`config.mk`:
```
export PLATFORM = sky130hd
export DESIGN_NAME = parity_frame_rx
export DESIGN_NICKNAME = d
export VERILOG_FILES = /design/src/rtl/parity_frame_rx.sv
export SDC_FILE = /design/constraint.sdc
export NUM_CORES = 1
export LEC_CHECK = 0
export ABC_AREA = 1
export CAP_MARGIN = 20
export CELL_PAD_IN_SITES_DETAIL_PLACEMENT = 1
export CELL_PAD_IN_SITES_GLOBAL_PLACEMENT = 1
export CORE_MARGIN = 2
export CORE_UTILIZATION = 37
export DETAILED_ROUTE_END_ITERATION = 10
export MAX_ROUTING_LAYER = met4
export PLACE_DENSITY = 0.76
export SLEW_MARGIN = 15
export SYNTH_ARGS = -nofsm -noshare
export SYNTH_HDL_FRONTEND = slang
export SYNTH_SLANG_ARGS = --single-unit
export TNS_END_PERCENT = 5
```
`constraint.sdc`:
```
create_clock -name clk -period 1.75 [get_ports clk]
set_clock_uncertainty 0.05 [all_clocks]
set_input_delay 0.4375 -clock clk [delete_from_list [all_inputs] [get_ports clk]]
set_output_delay 0.4375 -clock clk [all_outputs]
set_load 0.005 [all_outputs]
```
`src/rtl/parity_frame_rx.sv`:
```
// ---------------------------------------------------------------------------
// parity_frame_rx
//
// Receive side of the even-parity serial link. The transmitter sends
// a start bit (0), DATA_W data bits LSB first, one parity bit, and a stop
// bit (1). This block reassembles the word, checks the parity and the stop
// bit, and pulses valid for one clock when a frame is complete.
//
// Ports:
//   clk        rising-edge clock, the only clock
//   reset      synchronous active-high reset
//   bit_en     bit strobe; sin is only looked at on edges where bit_en=1
//   sin        serial line, idles high
//   data       last received word, data[0] = first data bit on the line
//   valid      one-cycle pulse when data/perr/ferr have just been updated
//   perr       parity mismatch on the last frame
//   ferr       framing error (stop bit was 0) on the last frame
//   busy       high while a frame is in progress (FSM not idle)
//   err_count  saturating count of frames with perr or ferr since reset
//
// Parameters:
//   DATA_W  data bits per frame (>= 1)
//   ODD     0 = even parity, 1 = odd parity
//   CNT_W   width of the error counter
// ---------------------------------------------------------------------------
module parity_frame_rx #(
   parameter int DATA_W = 3,
   parameter int ODD    = 0,
   parameter int CNT_W  = 8
) (
   input  logic              clk,
   input  logic              reset,
   input  logic              bit_en,
   input  logic              sin,
   output logic [DATA_W-1:0] data,
   output logic              valid,
   output logic              perr,
   output logic              ferr,
   output logic              busy,
   output logic [CNT_W-1:0]  err_count
);

   localparam int             IDX_W    = (DATA_W > 1) ? $clog2(DATA_W) : 1;
   localparam logic [IDX_W-1:0] LAST_IDX = IDX_W'(DATA_W - 1);
   localparam logic           ODD_BIT  = (ODD != 0);

   typedef enum logic [1:0] {
      IDLE,
      DATA,
      PAR,
      STOP
   } state_t;

   state_t              state_q, state_d;
   logic [IDX_W-1:0]    bitIdx_q, bitIdx_d;
   logic                parity_q, parity_d;
   logic [DATA_W-1:0]   shift_q, shift_d;
   logic                perrPend_q, perrPend_d;
   logic [DATA_W-1:0]   data_q, data_d;
   logic                valid_q, valid_d;
   logic                perr_q, perr_d;
   logic                ferr_q, ferr_d;
   logic                busy_q, busy_d;
   logic [CNT_W-1:0]    errCnt_q, errCnt_d;

   // Next-state logic. Every register holds by default; the FSM only moves
   // on bit strobes. valid defaults low so it is a single-cycle pulse even
   // when no strobe arrives in the cycle after the stop bit.
   always_comb begin
      state_d    = state_q;
      bitIdx_d   = bitIdx_q;
      parity_d   = parity_q;
      shift_d    = shift_q;
      perrPend_d = perrPend_q;
      data_d     = data_q;
      perr_d     = perr_q;
      ferr_d     = ferr_q;
      errCnt_d   = errCnt_q;
      valid_d    = 1'b0;

      if (bit_en) begin
         case (state_q)
            IDLE: begin
               if (!sin) begin
                  state_d  = DATA;
                  bitIdx_d = '0;
                  parity_d = 1'b0;
               end
            end

            DATA: begin
               // Compare against each position instead of indexing directly
               // so a non-power-of-two DATA_W never writes past the word.
               for (int i = 0; i < DATA_W; i++) begin
                  if (bitIdx_q == IDX_W'(i)) begin
                     shift_d[i] = sin;
                  end
               end
               parity_d = parity_q ^ sin;
               if (bitIdx_q == LAST_IDX) begin
                  state_d = PAR;
               end else begin
                  bitIdx_d = bitIdx_q + IDX_W'(1);
               end
            end

            PAR: begin
               // The parity verdict is held until the stop bit so the
               // visible flags only ever change together with data.
               perrPend_d = (sin != (parity_q ^ ODD_BIT));
               state_d    = STOP;
            end

            STOP: begin
               // A low stop bit is flagged but not taken as the next start
               // bit; the next frame must begin from IDLE on a later strobe.
               data_d  = shift_q;
               perr_d  = perrPend_q;
               ferr_d  = ~sin;
               valid_d = 1'b1;
               if ((perrPend_q || !sin) && (errCnt_q != '1)) begin
                  errCnt_d = errCnt_q + CNT_W'(1);
               end
               state_d = IDLE;
            end

            default: begin
               state_d = IDLE;
            end
         endcase
      end

      busy_d = (state_d != IDLE);
   end

   // State register. Reset wins over a simultaneous strobe and throws away
   // any partially received frame.
   always_ff @(posedge clk) begin
      if (reset) begin
         state_q    <= IDLE;
         bitIdx_q   <= '0;
         parity_q   <= 1'b0;
         shift_q    <= '0;
         perrPend_q <= 1'b0;
         data_q     <= '0;
         valid_q    <= 1'b0;
         perr_q     <= 1'b0;
         ferr_q     <= 1'b0;
         busy_q     <= 1'b0;
         errCnt_q   <= '0;
      end else begin
         state_q    <= state_d;
         bitIdx_q   <= bitIdx_d;
         parity_q   <= parity_d;
         shift_q    <= shift_d;
         perrPend_q <= perrPend_d;
         data_q     <= data_d;
         valid_q    <= valid_d;
         perr_q     <= perr_d;
         ferr_q     <= ferr_d;
         busy_q     <= busy_d;
         errCnt_q   <= errCnt_d;
      end
   end

   assign data      = data_q;
   assign valid     = valid_q;
   assign perr      = perr_q;
   assign ferr      = ferr_q;
   assign busy      = busy_q;
   assign err_count = errCnt_q;

endmodule

```
# --- Word-level counts from Yosys, hierarchy flattened ---
# Cells that the tools add are included.
totals:
  inputBits: 4
  rom_bits: 0
  mem_bits_rw: 0
  ff_bits: 24
  memories: 0
  out_inout_bits: 15
  latch_bits: 0
  word_cells: 53
op_classes:
  multipliers: 0
  n_div: 0
  reduce_logical: 16
  n_shift: 0
  n_addsub: 2
  n_eq_ne: 9
  order_cmp: 0
  muxes: 10
  bitwise_logic: 3
ops:
  columns: ["cell", "n"]
  rows:
  - ["$reduce_and 3->1", 5]
  - ["$mux 2", 5]
  - ["$add 8x1->8 const B", 1]
  - ["$ne 8x8->1 const B", 1]
  - ["$pmux 2 s4", 1]
  - ["$eq 2x2->1 const B", 3]
  - ["$eq 2x1->1 const B", 2]
  - ["$logic_not 2->1", 2]
  - ["$ne 2x2->1 const B", 2]
  - ["$pmux 2 s2", 1]
  - ["$reduce_and 2->1", 2]
  - ["$reduce_and 4->1", 1]
  - ["$reduce_bool 2->1", 2]
  - ["$add 2x1->2 const B", 1]
  - ["$mux 1", 2]
  - ["$not 1->1", 2]
  - ["$pmux 1 s2", 1]
  - ["$reduce_or 2->1", 1]
  - ["$logic_and 1x1->1", 1]
  - ["$logic_not 1->1", 1]
  - ["$logic_or 1x1->1", 1]
  - ["$ne 1x1->1", 1]
  - ["$xor 1x1->1", 1]

# --- Depth between registers and ports, before layout ---
depth:
  depth_word: 5
  depth_mapped: 8
  depth_no_buf: 8

# --- Worst setup path after synthesis ---
# No wires, ideal clock.
synth_timing:
  kind: "register to register"
  from: "reg errCnt_q[0] (netlist: err_count[0])"
  to: "reg errCnt_q[4] (netlist: err_count[4])"
  path_slack_ps: 393
  stages_incl_launch_ff: 9
  t_arrival_ps: 1176
  synth_period_minus_slack_ps: 1357
  cell_sequence: "dfxtp_1 -> ha_1 -> inv_1 -> nor2_1 -> nand2_1 -> nand2_4 -> inv_4 -> nand2_1 -> a21oi_2"
synth_between:
  elab_chain_cells: 3
  elab_cells_between_ends: 4
  classes_between: "add/sub (1); eq/ne (1); reduce/logical (2)"
synth_rtl:
  columns: ["item", "line_no", "text"]
  rows:
  - ["start: declaration", "64", "logic [CNT_W-1:0] errCnt_q, errCnt_d;"]
  - ["start signal: assignment", "162", "errCnt_q <= errCnt_d;"]
  - ["branches (longest 3 deep; another with $add 8x1->8)", null, null]
# Several ways; the timed one is not identified.
# A chain may end at the register's enable or synchronous reset.

# --- Worst setup path in the final report ---
layout_timing:
  from: "reg errCnt_q[0] (netlist: err_count[0])"
  to: "out err_count[0]"
layout_lines:
  columns: ["item", "line_no", "text"]
  rows:
  - ["end: declaration", "40", "output logic [CNT_W-1:0] err_count"]
# No word-level cell between the ends.

==> metrics.md <==
| Metric | Value |
|---|---|
| Ys Warns | `0` |
| Layout cells sized above 1 | `roughly 13%` |
| Fin nets | `195` |
| Ant diodes | `0` |
| Detailed Route WL | `2880 um` |
| RSZ-0062 raised after global routing | `true` |
| DRT antenna net count | `0` |
| Peak Freq | `slightly below 600 MHz` |
| Die extent in x | `59.6 um` |
| H-tree depth | `1` |
| Synthesized area per cell | `7.14 um2` |
| Die extent in y | `59.6 um` |
| Placed Area | `0.00140 mm2` |
| Filler cell count | `388` |
| CTS Hold Bufs | `0` |
| Critical path peak fanout | `5` |
| Leak | `roughly 0.6 nW` |
| Post-Syn Instances | `between 150 and 200` |
| Hold Path Class | `reg -> reg` |
| Setup_tns | `0 ns` |
| Worst-Skew Late Latency | `0.31 ns` |
| Outcome | `complete, no violations` |
| Area of the multi-input gates | `between 500 and 600 um2` |
| Leading cell types in the layout, fill and taps excluded | `45 x nand2_1, 18 x inv_1, 16 x dfxtp_1, 16 x clkdlybuf4s50_1` |
| Worst-path cell chain | `clkdlybuf4s50_1` |
| Fin crit period | `1.71 ns` |
| Pre-antenna DRT Iters | `4` |
| Rel. slew slack | `78.0%` |
| GRT Overall Usage | `18.1%` |
| Startpoint Class | `flip-flop` |
| DR vias | `1102` |
| Core Util, Final | `49.6%` |
| PortBufs | `18` |
| Fin. Hold Viols | `0` |
| CTS tree | `yes` |
| WHS | `0.422 ns` |
| Core Area | `0.00300 mm2` |
| Inserted Clock Buffers | `3` |
| Synth unique cells | `19` |
| TritonCTS Sinks | `24` |
| Hpwl dp | `2260 um` |
| Hold_sp | `shift_q[1]` |
| Largest net degree at the start of global routing | `17` |
| Vias in the first global route | `1100` |
| Sequential cell area | `508 um2` |
| Tcrit/Tclk final | `97.9%` |
| Non-filler cells, final | `219` |
| MaxCap Viol Count | `0` |
| Vias/cell | `5.03` |
| Critical path's largest stage delay | `0.52 ns` |
| Syn Std Cell Area | `approximately 0.0011 mm2` |
| Critical path required time | `1.26 ns` |
| Critical Path Sink Type | `output pin` |
| Ports | `19` |
| Hold Path Sink | `shift_q[1]` |
| Synth Net Count | `roughly 170` |
| Synth Register Bits | `24` |
| Worst EP arrival | `1.23 ns` |
| Starting density of the core | `38.0%` |
| First-pass GRT wire length | `4690 um` |
| Most common cell after layout, fill and taps aside | `nand2_1` |
| Slew Limit Fails | `0` |
| Clock tree buffer depth | `2` |
| Postcts setup bufs | `0` |
| Crit path max-delay family | `buffers and inverters` |
| Hold depth | `2` |
| Drt first-iter violations | `19` |
| Clock root buffer master | `clkbuf_4` |
| CP max-delay cell | `clkdlybuf4s50_1` |
| DR DRC count | `0` |
| Reg2reg setup slack | `0.31 ns` |
| Drt wl/cell | `13.1 um` |
| Sequential area share after synthesis | `around 42%` |
| Die footprint | `0.00355 mm2` |
| FF-to-FF Start | `err_count[0]` |
| Final Instance Area | `0.00149 mm2` |
| Grt ovf | `0` |
| Layout overhead on the synthesized area | `30.3%` |
| Reg2Reg Depth | `8` |
| Row count | `20` |
| Inst Count DP | `215` |
| Gpl congestion | `0.860` |
| Slew @ Worst Pin | `0.330 ns` |
| Clk slew on worst S/H paths | `0.14 ns` |
| Capturing point of the worst reg2reg path | `err_count[1]` |
| Crit Path Class | `reg -> out` |
| Final setup violation count | `0` |
| CP bufs+invs | `1` |
| Power density cells | `686 mW/mm2` |
| Initial antenna violation count | `0` |
| Peak supply drop | `0.339 mV` |
==> how the worst max path moves through the flow <==
stage / slack, ns / startpoint / endpoint / cells after the start
3_3_place_gp: -0.03 / bit_en / err_count[5] / 7
3_5_place_dp: -0.07 / bit_en / err_count[5] / 7
5_1_grt: -0.008 / err_count[4] / err_count[4] / 1
2_1_floorplan: 0.39 / err_count[0] / err_count[4] / 8
4_1_cts: 0.006 / err_count[0] / err_count[0] / 1
6_report: 0.04 / err_count[0] / err_count[0] / 1
==> routing by layer <==
layer | up-vias | share of wire, % | routed length, um | global-route usage [%]
met4 | 0 | 1.6 | 45 | 9.52
met5 | - | 0 | 0 | -
met2 | 10 | 55 | 1570 | 33.3
met3 | 4 | 1.7 | 49 | 1.97
met1 | 531 | 42 | 1210 | 18.7
li1 | 557 | - | - | -
==> cells by family (layout without fill, tap and decap cells) <==
| kind of cell | after synthesis | count (layout) | share of synthesized area [%] |
|---|---|---|---|
| AOI/OAI and AO/OA | 27 | 27 | 12.7 |
| DFF | 24 | 24 | 42.1 |
| xor gates and xnor gates | 4 | 4 | 3.07 |
| buffers and inverters | 22 | 48 | 7.56 |
| adders and majority gates | 4 | 4 | 4.38 |
| and+or+nand+nor | 79 | 79 | 30.2 |
==> synth_stat cells <==
cell / instances / area share, %
nor2_4: 1 / 0.99
nand2_4: 1 / 0.99
ha_1: 4 / 4.4
a21oi_1: 15 / 6.6
nand2_1: 45 / 15
inv_1: 18 / 5.9
o211ai_1: 1 / 0.66
nand3_4: 1 / 1.5
nand3_1: 15 / 6.6
xor2_1: 3 / 2.3
xnor2_1: 1 / 0.77
buf_2: 1 / 0.44
o21ai_0: 9 / 3.9
clkbuf_1: 2 / 0.66
nor3_1: 1 / 0.44
inv_4: 1 / 0.55
nor2_1: 15 / 4.9
dfxtp_1: 24 / 42
a21oi_2: 2 / 1.5
==> stage by stage <==
stage	setup slack [ns]	power (mW)
3_3_place_gp	-0.0263	0.637
6_report	0.0371	1.02
3_5_place_dp	-0.0651	0.642
4_1_cts	0.00608	1.05
5_1_grt	-0.00779	1.07
2_1_floorplan	0.393	0.607
==> sequential cells by signal, indices dropped and copies added, names as in the netlist, 2 cells and up <==
name,cells
err_count,8
bitIdx_q,2
data,3
state_q,2
shift_q,3
==> cell type report <==
| class | instances | area share (%) |
|---|---|---|
| Clock buffer | 3 | 1.51 |
| Clock inverter | 1 | 2.02 |
| Inverter | 19 | 4.96 |
| Multi-Input combinational cell | 114 | 38.7 |
| Sequential cell | 24 | 34.1 |
| Tap cell | 33 | 2.77 |
| Timing Repair Buffer | 25 | 16.0 |
==> power breakdown <==
part	internal, mW	switching (mW)	total (mW)	leakage (nW)
Sequential	0.542	0.00696	0.549	0.200
Clock	0.231	0.173	0.404	0.0279
Combinational	0.0284	0.0396	0.0680	0.373
==> what timing repair did <==
action / 4_1_cts / 5_1_grt
cloned: 0 / 0
setup endpoints to repair: 7 / 8
hold endpoints to repair: 0 / 0
gates resized for setup: 7 / 10
(Power assumes the default switching activity.)
